File: config.mk
export PLATFORM = sky130hd
export DESIGN_NAME = datapath_ctrl_flat
export DESIGN_NICKNAME = d
export VERILOG_FILES = /design/src/rtl/datapath_ctrl_if.sv /design/src/rtl/datapath_ctrl.sv /design/src/flat_wrapper.sv
export SDC_FILE = /design/constraint.sdc
export NUM_CORES = 1
export LEC_CHECK = 0
export ABC_AREA = 1
export CORE_MARGIN = 4
export CORE_UTILIZATION = 52
export DETAILED_ROUTE_END_ITERATION = 7
export PLACE_DENSITY = 0.83
export REMOVE_ABC_BUFFERS = 1
export SLEW_MARGIN = 20
export SYNTH_ARGS = -nofsm -noshare
export SYNTH_HDL_FRONTEND = slang
export SYNTH_SLANG_ARGS = --single-unit
File: constraint.sdc
create_clock -name clk -period 2.17 [get_ports clk]
set_input_delay 0.217 -clock clk [delete_from_list [all_inputs] [get_ports clk]]
set_output_delay 0.217 -clock clk [all_outputs]
set_load 0.03 [all_outputs]
File: src/rtl/datapath_ctrl_if.sv
// datapath_ctrl_if
// Groups the instruction handshake and the datapath strobe bus of the
// control-step sequencer.
//   run      start request from the instruction source
//   instr    8-bit instruction: [7:6] opcode, [5:4] rx, [3:2] ry, [1:0] unused
//   reg_sig  register strobes, bit 5-2k = Rk_in, bit 4-2k = Rk_out
//   data_in  drive external data onto the bus
//   A_in     load ALU operand register A
//   G_in     load ALU result register G
//   G_out    drive G onto the bus
//   op       ALU operation select
//   busy     sequencer is executing an instruction
//   done     one-cycle pulse in the final step of an instruction
//   err      one-cycle pulse with done for an illegal register address
// The master modport is the instruction source; the slave modport is the
// sequencer itself.
interface datapath_ctrl_if;
  logic       run;
  logic [7:0] instr;
  logic [5:0] reg_sig;
  logic       data_in;
  logic       A_in;
  logic       G_in;
  logic       G_out;
  logic [1:0] op;
  logic       busy;
  logic       done;
  logic       err;

  modport master (
    output run, instr,
    input  reg_sig, data_in, A_in, G_in, G_out, op, busy, done, err
  );

  modport slave (
    input  run, instr,
    output reg_sig, data_in, A_in, G_in, G_out, op, busy, done, err
  );
endinterface

File: src/rtl/datapath_ctrl.sv
// datapath_ctrl
// Control-step sequencer for the 3-register, 3-bit bus datapath. Accepts one
// instruction per run/done handshake and walks the datapath through its
// control steps (LOAD, MOV: one step; ADD, SUB: three steps).
// Ports:
//   clk     system clock, rising edge
//   resetn  asynchronous active-low reset
//   bus     datapath_ctrl_if.slave: run/instr in, strobes and status out
// Outputs are registered: the next state and next latched instruction are
// decoded combinationally and captured on the same edge as the state, so each
// strobe is high for exactly the cycle the FSM spends in that step.
module datapath_ctrl #(
  parameter logic [1:0] ADD_OP = 2'b00,
  parameter logic [1:0] SUB_OP = 2'b01
) (
  input  logic            clk,
  input  logic            resetn,
  datapath_ctrl_if.slave  bus
);

  typedef enum logic [1:0] {IDLE, T1, T2, T3} state_t;

  localparam logic [1:0] OPC_LOAD = 2'b00;
  localparam logic [1:0] OPC_MOV  = 2'b01;
  localparam logic [1:0] OPC_ADD  = 2'b10;

  state_t     state, next_state;

  // Only opcode, rx and ry are kept; instr[1:0] carries no meaning.
  logic [5:0] instr_q, instr_d;
  logic       unused_instr_bits;

  logic [5:0] reg_sig_d;
  logic       data_in_d, a_in_d, g_in_d, g_out_d;
  logic [1:0] op_d;
  logic       busy_d, done_d, err_d;

  logic [1:0] opc_d, rx_d, ry_d;
  logic [5:0] rx_in_mask, rx_out_mask, ry_out_mask;

  assign unused_instr_bits = ^bus.instr[1:0];

  // Register address 11 does not exist; ry only matters when it is read.
  function automatic logic is_illegal(input logic [5:0] ins);
    return (ins[3:2] == 2'b11) ||
           ((ins[5:4] != OPC_LOAD) && (ins[1:0] == 2'b11));
  endfunction

  // Next state and next latched instruction. A new instruction is only taken
  // from IDLE, so run and instr are ignored while busy.
  always_comb begin
    next_state = state;
    instr_d    = instr_q;
    unique case (state)
      IDLE: begin
        if (bus.run) begin
          next_state = T1;
          instr_d    = bus.instr[7:2];
        end
      end
      T1: begin
        if ((instr_q[5] == 1'b1) && !is_illegal(instr_q)) begin
          next_state = T2;
        end else begin
          next_state = IDLE;
        end
      end
      T2:      next_state = T3;
      T3:      next_state = IDLE;
      default: next_state = IDLE;
    endcase
  end

  // Strobe decode for the step about to be entered. Register select masks
  // place Rk_in at bit 5-2k and Rk_out at bit 4-2k; an address of 3 shifts
  // the mask out entirely, but illegal instructions never use them anyway.
  always_comb begin
    opc_d       = instr_d[5:4];
    rx_d        = instr_d[3:2];
    ry_d        = instr_d[1:0];
    rx_in_mask  = 6'b100000 >> {rx_d, 1'b0};
    rx_out_mask = 6'b010000 >> {rx_d, 1'b0};
    ry_out_mask = 6'b010000 >> {ry_d, 1'b0};

    reg_sig_d = '0;
    data_in_d = 1'b0;
    a_in_d    = 1'b0;
    g_in_d    = 1'b0;
    g_out_d   = 1'b0;
    op_d      = 2'b00;
    done_d    = 1'b0;
    err_d     = 1'b0;
    busy_d    = (next_state != IDLE);

    unique case (next_state)
      T1: begin
        if (is_illegal(instr_d)) begin
          done_d = 1'b1;
          err_d  = 1'b1;
        end else if (opc_d == OPC_LOAD) begin
          reg_sig_d = rx_in_mask;
          data_in_d = 1'b1;
          done_d    = 1'b1;
        end else if (opc_d == OPC_MOV) begin
          reg_sig_d = rx_in_mask | ry_out_mask;
          done_d    = 1'b1;
        end else begin
          reg_sig_d = rx_out_mask;
          a_in_d    = 1'b1;
        end
      end
      T2: begin
        reg_sig_d = ry_out_mask;
        g_in_d    = 1'b1;
        op_d      = (opc_d == OPC_ADD) ? ADD_OP : SUB_OP;
      end
      T3: begin
        reg_sig_d = rx_in_mask;
        g_out_d   = 1'b1;
        done_d    = 1'b1;
      end
      default: begin
        reg_sig_d = '0;
      end
    endcase
  end

  // State, latched instruction and registered outputs. Reset drops every
  // output at once, abandoning any instruction in flight without a done.
  always_ff @(posedge clk or negedge resetn) begin
    if (!resetn) begin
      state       <= IDLE;
      instr_q     <= '0;
      bus.reg_sig <= '0;
      bus.data_in <= 1'b0;
      bus.A_in    <= 1'b0;
      bus.G_in    <= 1'b0;
      bus.G_out   <= 1'b0;
      bus.op      <= 2'b00;
      bus.busy    <= 1'b0;
      bus.done    <= 1'b0;
      bus.err     <= 1'b0;
    end else begin
      state       <= next_state;
      instr_q     <= instr_d;
      bus.reg_sig <= reg_sig_d;
      bus.data_in <= data_in_d;
      bus.A_in    <= a_in_d;
      bus.G_in    <= g_in_d;
      bus.G_out   <= g_out_d;
      bus.op      <= op_d;
      bus.busy    <= busy_d;
      bus.done    <= done_d;
      bus.err     <= err_d;
    end
  end

endmodule

File: src/flat_wrapper.sv
// flat-port wrapper written by rule: the top's interface ports become plain ports
module datapath_ctrl_flat 
#(
  parameter logic [1:0] ADD_OP = 2'b00,
  parameter logic [1:0] SUB_OP = 2'b01
)
  (clk, resetn, bus_run, bus_instr, bus_reg_sig, bus_data_in, bus_A_in, bus_G_in, bus_G_out, bus_op, bus_busy, bus_done, bus_err);
  datapath_ctrl_if bus_i ();
  input  logic clk;
  input  logic resetn;
  input wire logic [$bits(bus_i.run)-1:0] bus_run;
  input wire logic [$bits(bus_i.instr)-1:0] bus_instr;
  output wire logic [$bits(bus_i.reg_sig)-1:0] bus_reg_sig;
  output wire logic [$bits(bus_i.data_in)-1:0] bus_data_in;
  output wire logic [$bits(bus_i.A_in)-1:0] bus_A_in;
  output wire logic [$bits(bus_i.G_in)-1:0] bus_G_in;
  output wire logic [$bits(bus_i.G_out)-1:0] bus_G_out;
  output wire logic [$bits(bus_i.op)-1:0] bus_op;
  output wire logic [$bits(bus_i.busy)-1:0] bus_busy;
  output wire logic [$bits(bus_i.done)-1:0] bus_done;
  output wire logic [$bits(bus_i.err)-1:0] bus_err;
  assign bus_i.run = bus_run;
  assign bus_i.instr = bus_instr;
  assign bus_reg_sig = bus_i.reg_sig;
  assign bus_data_in = bus_i.data_in;
  assign bus_A_in = bus_i.A_in;
  assign bus_G_in = bus_i.G_in;
  assign bus_G_out = bus_i.G_out;
  assign bus_op = bus_i.op;
  assign bus_busy = bus_i.busy;
  assign bus_done = bus_i.done;
  assign bus_err = bus_i.err;
  datapath_ctrl #(.ADD_OP(ADD_OP), .SUB_OP(SUB_OP)) u_core (.clk(clk), .resetn(resetn), .bus(bus_i));
endmodule
==> impl_metrics.tcl, run 1 <==
set metrics [dict create \
    clockRootBuffer "clkbuf_4" \
    timing.hold.ws_ps 233 \
    worst_path_largest_cell_delay_ps 430 \
    fin_setup_tns_ps 0 \
    core-area_sq_um 1980 \
    grt-ovfl-total 0 \
    met2_length_microns 1200 \
    chipWidth_microns 53.8 \
    ctsHoldBuffers 0 \
    top_layer "met4" \
    ctsHtreeMaxLevel 1 \
    cp_cell_sequence "nor2_4 -> nand2_2 -> nand2_1 -> nand2_1 -> inv_1 -> nor2_2 -> a21oi_4 -> nand3_1 -> nand2_1" \
    netlist.area_leader.share 0.505 \
    setup_slack_ps 489 \
    area_delta_synth_final_pct 25.5 \
    ys_seq_area_frac 0.505 \
    yosysWarnings 0 \
    yosysUniqueCellTypes 22 \
    finalNonFillerCells 189 \
    crit_path_top_delay_cell "dfrtp_1" \
    path_class "reg -> reg" \
    cp.required_ps 2430 \
    finalSetupViolations 0 \
    cts-resized-gates 0 \
    final_antenna_net_count 0 \
    grt_max_degree 23 \
    layout-drive-gt1-share 0.0988 \
    first_iter_violations 29 \
    tritoncts "done" \
    p_total_mw 1.90 \
    layout_commonest_cell "nand2_1" \
    routabilityCongestion 0.890 \
    cts_sinks 22 \
    postCtsSetupRepairBufs 0 \
    fp.dieH_microns 53.8 \
    grt_pass1_wl_microns 3870 \
    finalCritPeriodShare 0.775 \
    antenna_found_initial 0 \
    max_slew_margin 0.653 \
    drc 0 \
    diodes 0 \
    leakage_nw 0.747 \
    synthCells 137 \
    wl_met3_microns 145 \
    worst_pin_slew_ps 516 \
    wl_met1_microns 976 \
    outcome "finished, final reports clean" \
    slew_violations 0 \
    hold_viol_final 0 \
    biggestRegsByFlops "u_core.bus.reg_sig: 6 flops, u_core.instr_q: 6 flops, u_core.state: 2 flops" \
    clockBufferDepth 2 \
    rsz0062_at_grt "no" \
    clock_skew_ps 0.949 \
    post-route-util 0.691 \
    cp_max_fo 11 \
    synth-seq-cells 22 \
    cts.clk_slew.worst_paths_ps 110 \
    fin_nets 174 \
    yosys.area.top_type "dfrtp_1" \
    endpoint_kind "flip-flop" \
    vias 973 \
    startpoint_type "flip-flop" \
    routedWlPerCell_microns 12.5 \
    pin_count 26 \
    cap_violations 0 \
    hold_class "in -> async" \
    first_pass_iters 4 \
    final_cell_mix "nand2_1 (51), clkdlybuf4s50_1 (22), dfrtp_1 (22), inv_1 (19), nand3_1 (13)" \
    design_area_sq_um 1370 \
    syn_avg_cell_area_sq_um 7.96 \
    finalCriticalPeriod_ps 1680 \
    powerDensity_nw_per_um2 1390 \
    peakVddDrop_mv 0.916 \
    place_hpwl_microns 1790 \
    wl_microns 2370 \
    grt_pass1_vias 919 \
    fmax_mhz 595 \
    clock_latency_ps 310 \
    drt-vias-per-instance 5.15 \
    critPathArrivalTime_ps 1940 \
    initial_core_util 0.551 \
    place_area_sq_um 1330 \
    die-area_sq_um 2890 \
    portBuffers 22 \
    n_fill_cell 153 \
    grt_util_all_layers 0.187 \
    cts_buffers 3 \
    place_inst 185 \
    synth_area_leaders "dfrtp_1 (50%), nand2_1 (18%), inv_1 (6.5%)" \
    path_common_cell "nand2_1" \
    placementRows 16 \
    pre_cts_ws_ps 351 \
    syn_area_sq_um 1090 \
]
==> cells in the mapped netlist, drive strengths merged <==
master  instances
a21oi           4
buf             4
conb            1
dfrtp          22
inv            19
nand2          54
nand3          14
nand3b          3
nand4           1
nor2           11
nor3            1
nor4            1
o21ai           1
o21bai          1
==> critical path, delay by kind of cell (launching register included) <==
family                 cells  cell delay (ps)
and+or+nand+nor            7              780
DFF                        1              430
AOI/OAI and AO/OA          1              220
buffers and inverters      1              180
==> where the power goes <==
part,switching (mW),internal [mW],total (mW)
logic,0.705,0.349,1.05
clock network,0.121,0.103,0.224
registers,0.0682,0.553,0.621
==> kinds of logic after synthesis <==
family,synth area share
DFF,0.505
other,0.00344
and+or+nand+nor,0.354
buffers and inverters,0.0975
AOI/OAI and AO/OA,0.0401
==> cell type report <==
type | instances | area, sq um | share of cell area
Clock buffer | 4 | 36.3 | 0.0265
Inverter | 19 | 71.3 | 0.0521
Multi-Input combinational cell | 92 | 434 | 0.317
Sequential cell | 22 | 551 | 0.402
Tap cell | 27 | 33.8 | 0.0247
Timing Repair Buffer | 25 | 243 | 0.177
==> routing by layer <==
metal / up-vias / global-route usage
li1: 466 / -
met1: 462 / 0.212
met2: 37 / 0.327
met3: 8 / 0.0471
met4: 0 / 0.0851
met5: - / 0
==> path summary, 6_finish.rpt <==
path / from / endpoint / slack, ps / cells past startpoint
worst max-delay path: u_core.state[0]$_DFF_PN0_ / u_core.bus.reg_sig[5]$_DFF_PN0_ / 490 / 9
worst min-delay path: resetn / u_core.instr_q[1]$_DFF_PN0_ / 230 / 2
worst max register to register: u_core.state[0]$_DFF_PN0_ / u_core.bus.reg_sig[5]$_DFF_PN0_ / 490 / 9
worst min register to register: u_core.instr_q[1]$_DFF_PN0_ / u_core.instr_q[1]$_DFF_PN0_ / 560 / 2
max in group asynchronous: resetn / u_core.state[0]$_DFF_PN0_ / 1720 / 2
min in group clk: bus_instr[7] / u_core.bus.A_in$_DFF_PN0_ / 520 / 3
No activity file was read; power rests on OpenSTA's default activity.
==> inputs of run 2 (changes only) <==
--- a/config.mk
+++ b/config.mk
@@ -7,9 +7,9 @@
 export LEC_CHECK = 0
 export ABC_AREA = 1
 export CORE_MARGIN = 4
-export CORE_UTILIZATION = 52
+export CORE_UTILIZATION = 48
 export DETAILED_ROUTE_END_ITERATION = 7
-export PLACE_DENSITY = 0.83
+export PLACE_DENSITY = 0.78
 export REMOVE_ABC_BUFFERS = 1
 export SLEW_MARGIN = 20
 export SYNTH_ARGS = -nofsm -noshare
==> constraint.sdc (replaced) <==
create_clock -name clk -period 1.6 [get_ports clk]
set_input_delay 0.16 -clock clk [delete_from_list [all_inputs] [get_ports clk]]
set_output_delay 0.16 -clock clk [all_outputs]
set_load 0.03 [all_outputs]
==> run 2 against run 1 <==
Hold slack got worse by 52 ps. Register-to-register slack got worse by 470 ps. Maximum frequency up 6.6%. Combinational power increased by 75%. Clock skew up 0.68 ps. Core utilization is 6.7 points higher. Setup slack got worse by 470 ps. Final area increased by 14%. Via count rose by 6.2%. Global-route usage decreased by 1.5 points. Non-clock buffer count grew 19. Critical endpoint is now u_core.bus.A_in$_DFF_PN0_. Largest cell class unchanged. Largest power group unchanged.
==> impl_metrics.tcl, run 2 (synthesized netlist as in run 1, its figures left out) <==
set metrics [dict create \
    outcome "finished, final reports clean" \
    drc 0 \
    p_seq_frac 0.272 \
    clockPowerShare 0.136 \
    grt-ovfl-total 0 \
    pin_count 26 \
    ctsHtreeMaxLevel 1 \
    diodes 0 \
    timing.hold.ws_ps 181 \
    p_sw_mw 1.34 \
    antenna_found_initial 0 \
    rsz0062_at_grt "yes" \
    n_fill_cell 135 \
    clockBufferDepth 2 \
    powerDensity_nw_per_um2 1990 \
    fp.dieH_microns 55.7 \
    clockRootBuffer "clkbuf_4" \
    finalSetupViolations 0 \
    clock_skew_ps 1.62 \
    slew_violations 0 \
    wl_microns 2640 \
    area_delta_synth_final_pct 43.2 \
    design_area_sq_um 1560 \
    setup_slack_ps 22.8 \
    pre_cts_ws_ps -75.6 \
    cp.required_ps 1850 \
    initial_core_util 0.529 \
    drt-vias-per-instance 4.97 \
    path_class "reg -> reg" \
    place_area_sq_um 1450 \
    first_iter_violations 40 \
    die-area_sq_um 3100 \
    layout_commonest_cell "nand2_1" \
    placementRows 16 \
    finalCritPeriodShare 0.986 \
    first_pass_iters 4 \
    comb_power_share 0.592 \
    final_cell_mix "nand2_1 (48), clkdlybuf4s50_1 (22), dfrtp_1 (22), buf_4 (20), inv_1 (18)" \
    grt_pass1_vias 1031 \
    critPathArrivalTime_ps 1820 \
    hold_viol_final 0 \
    grt_max_degree 23 \
    grt_util_all_layers 0.172 \
    p_int_mw 1.77 \
    startpoint_type "flip-flop" \
    cap_violations 0 \
    leakage_nw 0.854 \
    place_inst 201 \
    crit_path_start "u_core.state[1]$_DFF_PN0_" \
    clock_latency_ps 300 \
    vias 1033 \
    fmax_mhz 634 \
    cts.clk_slew.worst_paths_ps 120 \
    finalNonFillerCells 208 \
    routabilityCongestion 0.850 \
    grt_pass1_wl_microns 4270 \
    cp_max_fo 8 \
    endpoint_kind "flip-flop" \
    cts_buffers 3 \
    core-area_sq_um 2060 \
    final_antenna_net_count 0 \
    finalCriticalPeriod_ps 1580 \
    fin_nets 193 \
    rr_startpoint "u_core.state[1]$_DFF_PN0_" \
    chipWidth_microns 55.7 \
    ctsHoldBuffers 0 \
    biggestRegsByFlops "u_core.bus.reg_sig: 6 flops, u_core.instr_q: 6 flops, u_core.state: 2 flops" \
    post-route-util 0.758 \
    place_hpwl_microns 1960 \
    tritoncts "done" \
    layout-drive-gt1-share 0.243 \
    swShare 0.431 \
    hold_class "in -> async" \
    routedWlPerCell_microns 12.7 \
    portBuffers 22 \
    peakVddDrop_mv 1.17 \
    cts_sinks 22 \
]
==> run 2: changes by cell type in the layout (fill, tap and decap cells not counted), moves of 2 or more <==
cell and change:
nor2_2 +4, nor2_1 -4, nand2_1 -3, buf_4 +17, nand2_2 +2, buf_6 +2
==> run 2: final timing paths <==
check / endpoint / slack, ps / cells past startpoint
worst max-delay path: u_core.bus.A_in$_DFF_PN0_ / 20 / 8
worst min-delay path: u_core.instr_q[0]$_DFF_PN0_ / 180 / 2
worst max register to register: u_core.bus.A_in$_DFF_PN0_ / 20 / 8
worst min register to register: u_core.instr_q[0]$_DFF_PN0_ / 570 / 2
max in group asynchronous: u_core.state[1]$_DFF_PN0_ / 1200 / 2
min in group clk: u_core.bus.A_in$_DFF_PN0_ / 470 / 3
==> run 2: metrics by stage <==
stage	power [mW]	setup TNS, ps
after floorplan	1.79	0
after global placement	2.46	-22.2
after detailed placement	2.53	-395
after CTS	2.96	0
after global routing	3.30	-523
final	3.10	0
==> run 2: layout make-up <==
| cell class | instances | area (sq um) | share of cell area |
|---|---|---|---|
| clock inverters | 1 | 30.0 | 0.0192 |
| well taps | 27 | 33.8 | 0.0216 |
| repair buffers | 44 | 393 | 0.251 |
| multi-input cells | 92 | 462 | 0.295 |
| clock buffers | 3 | 22.5 | 0.0144 |
| flip-flops and latches | 22 | 551 | 0.352 |
| inverters | 19 | 71.3 | 0.0456 |
==> run 2: metal layers <==
layer | routed length [microns] | global-route usage
met5 | 0 | 0
met1 | 1080 | 0.203
met4 | 44 | 0.0903
met2 | 1360 | 0.291
met3 | 152 | 0.0348
==> run 2: what timing repair did <==
| item | 4_1_cts | 5_1_grt |
|---|---|---|
| setup buffers | 0 | 3 |
| pin swaps | 0 | 5 |
| resized for setup | 1 | 11 |
| endpoints found under the setup margin | 5 | 9 |
==> run 2: critical path, cell delays in order, from the launching register on <==
cell and delay [ps]:
dfrtp_1 430, nor2_4 220, buf_6 150, nand3b_1 100, nand2_2 110, nor2_2 60, a21oi_4 250, nand2_1 90
nor2_1 100
==> run 2: power groups by stage <==
stage / Sequential [mW] / Combinational, mW / Clock (mW)
floorplan: 1.07 / 0.718 / 0
global placement: 0.848 / 1.62 / 0
global route: 0.866 / 1.99 / 0.447
CTS: 0.845 / 1.68 / 0.429
finish: 0.843 / 1.84 / 0.423
detailed placement: 0.855 / 1.67 / 0
==> inputs of run 3 (changes only) <==
--- a/config.mk
+++ b/config.mk
@@ -6,10 +6,10 @@
 export NUM_CORES = 1
 export LEC_CHECK = 0
 export ABC_AREA = 1
-export CORE_MARGIN = 4
-export CORE_UTILIZATION = 48
+export CORE_MARGIN = 2
+export CORE_UTILIZATION = 39
 export DETAILED_ROUTE_END_ITERATION = 7
-export PLACE_DENSITY = 0.78
+export PLACE_DENSITY = 0.65
 export REMOVE_ABC_BUFFERS = 1
 export SLEW_MARGIN = 20
 export SYNTH_ARGS = -nofsm -noshare
==> run 3 against run 2 <==
Register-to-register slack worse by 20 ps. Global-route usage down 1.2 points. Clock skew up 9.5 ps. Sequential share of layout area down 1.1 points. First-iteration DRC count down 55%. Setup slack worse by 21 ps. Via count up 0.87%. Routed wire length up 1.5%. Power up 0.26%. Cell count up 2.9%. Clock-buffer cell count up 1. Hold slack worse by 6.4 ps. Critical endpoint is now u_core.bus.reg_sig[3]$_DFF_PN0_.
==> impl_metrics.tcl, run 3 (synthesized netlist as in run 1, its figures left out) <==
set metrics [dict create \
    pin_count 26 \
    layout-drive-gt1-share 0.273 \
    endpoint_kind "flip-flop" \
    crit_path_top_delay_cell "dfrtp_1" \
    powerDensity_nw_per_um2 1930 \
    fp.dieH_microns 56.9 \
    finalCritPeriodShare 0.999 \
    vias 1042 \
    leakage_nw 0.873 \
    grt_util_all_layers 0.160 \
    placementRows 19 \
    path_common_cell "nand2_1" \
    crit_family "simple AND/OR/NAND/NOR gates" \
    final_cell_mix "nand2_1 (44), clkdlybuf4s50_1 (22), buf_4 (22), dfrtp_1 (22), inv_1 (18)" \
    pre_cts_ws_ps -104 \
    first_pass_iters 4 \
    reg2reg_slack_ps 2 \
    place_hpwl_microns 1880 \
    startpoint_type "flip-flop" \
    cts_sinks 22 \
    cp_max_fo 8 \
    ctsHoldBuffers 0 \
    hold_viol_final 0 \
    swShare 0.450 \
    grt_pass1_vias 992 \
    fin_nets 195 \
    hold_class "in -> async" \
    rsz0062_at_grt "yes" \
    clockBufferDepth 2 \
    cts.clk_slew.worst_paths_ps 130 \
    finalCriticalPeriod_ps 1600 \
    wl_microns 2680 \
    critPathArrivalTime_ps 1850 \
    grt-ovfl-total 0 \
    finalSetupViolations 0 \
    cts_buffers 3 \
    diodes 0 \
    clock_skew_ps 11.1 \
    clock_latency_ps 320 \
    cp_cell_sequence "nor2_4 -> nand2_4 -> nand2_1 -> nand2_4 -> buf_4 -> inv_1 -> nand2_1 -> a21oi_1 -> nand3_1 -> nand2_1" \
    p_sw_mw 1.40 \
    p_total_mw 3.11 \
    chipWidth_microns 56.9 \
    comb_power_share 0.627 \
    fmax_mhz 626 \
    slew_violations 0 \
    area_delta_synth_final_pct 48.1 \
    outcome "finished, final reports clean" \
    drc 0 \
    p_int_mw 1.71 \
    core-area_sq_um 2710 \
    worst_path_largest_cell_delay_ps 450 \
    ctsHtreeMaxLevel 1 \
    clockRootBuffer "clkbuf_4" \
    routabilityCongestion 0.834 \
    grt_max_degree 23 \
    biggestRegsByFlops "u_core.bus.reg_sig: 6 flops, u_core.instr_q: 6 flops, u_core.state: 2 flops" \
    cp.required_ps 1850 \
    drt-vias-per-instance 4.87 \
    portBuffers 22 \
    initial_core_util 0.403 \
    antenna_found_initial 0 \
    path_class "reg -> reg" \
    die-area_sq_um 3240 \
    clockPowerShare 0.100 \
    tritoncts "done" \
    setup_slack_ps 1.61 \
    grt_pass1_wl_microns 4080 \
    cap_violations 0 \
    worst-path-buf-inv 2 \
    routedWlPerCell_microns 12.5 \
    p_seq_frac 0.273 \
    final_antenna_net_count 0 \
    layout_commonest_cell "nand2_1" \
    peakVddDrop_mv 1.12 \
    first_iter_violations 18 \
]
## run 3: cell count changes in the layout (fill, tap and decap cells not counted), moves of 2 or more
cell,delta
nand2_1,-4
nand2_4,+3
nor2_2,-2
buf_4,+2
## run 3: layer usage
metal,track usage,part of all wire
met1,0.178,0.40
met3,0.0507,0.059
met4,0.0498,0.015
met5,0,0
met2,0.287,0.52
## run 3: cell type report
cell class / count / area [sq um]
flip-flops and latches: 22 / 551
inverters: 19 / 71.3
repair buffers: 46 / 408
fillers: 247 / 1090
clock buffers: 4 / 36.3
well taps: 31 / 38.8
multi-input cells: 92 / 510
## run 3: what timing repair did
item / 4_1_cts / 5_1_grt
cloned: 0 / 0
gates resized for setup: 1 / 21
setup buffers: 0 / 6
setup endpoints to repair: 4 / 10
pin swaps: 1 / 10
## run 3: worst paths after layout
path,end,cells past startpoint,from
worst max-delay path,u_core.bus.reg_sig[3]$_DFF_PN0_,10,u_core.state[1]$_DFF_PN0_
worst min-delay path,u_core.bus.A_in$_DFF_PN0_,2,resetn
worst max register to register,u_core.bus.reg_sig[3]$_DFF_PN0_,10,u_core.state[1]$_DFF_PN0_
worst min register to register,u_core.instr_q[1]$_DFF_PN0_,2,u_core.instr_q[1]$_DFF_PN0_
max in group asynchronous,u_core.bus.reg_sig[3]$_DFF_PN0_,2,resetn
min in group clk,u_core.bus.A_in$_DFF_PN0_,3,bus_instr[7]
## run 3: worst register-to-register path, delay by kind of cell, from the launching register on
kind | cells | cell delay, ps
AO/OA/AOI/OAI | 1 | 130
buffers and inverters | 2 | 200
flip-flops | 1 | 450
AND/OR/NAND/NOR | 7 | 770
## run 3: stage by stage
step,hold slack [ps],utilization,instance area [sq um],instances,TNS [ps]
global placement,515,0.535,1450,204,-196
finish,174,0.596,1620,214,0
floorplan,-136,-,1060,133,0
CTS,183,0.548,1490,208,0
global route,195,0.596,1620,214,-310
detailed placement,524,0.535,1450,204,-532
## run 3: power by group through the flow
stage / Sequential (mW) / Combinational [mW] / Clock, mW
2_1_floorplan: 1.07 / 0.718 / 0
3_3_place_gp: 0.852 / 1.59 / 0
3_5_place_dp: 0.860 / 1.63 / 0
4_1_cts: 0.846 / 1.64 / 0.321
5_1_grt: 0.869 / 2.11 / 0.335
6_report: 0.849 / 1.95 / 0.312
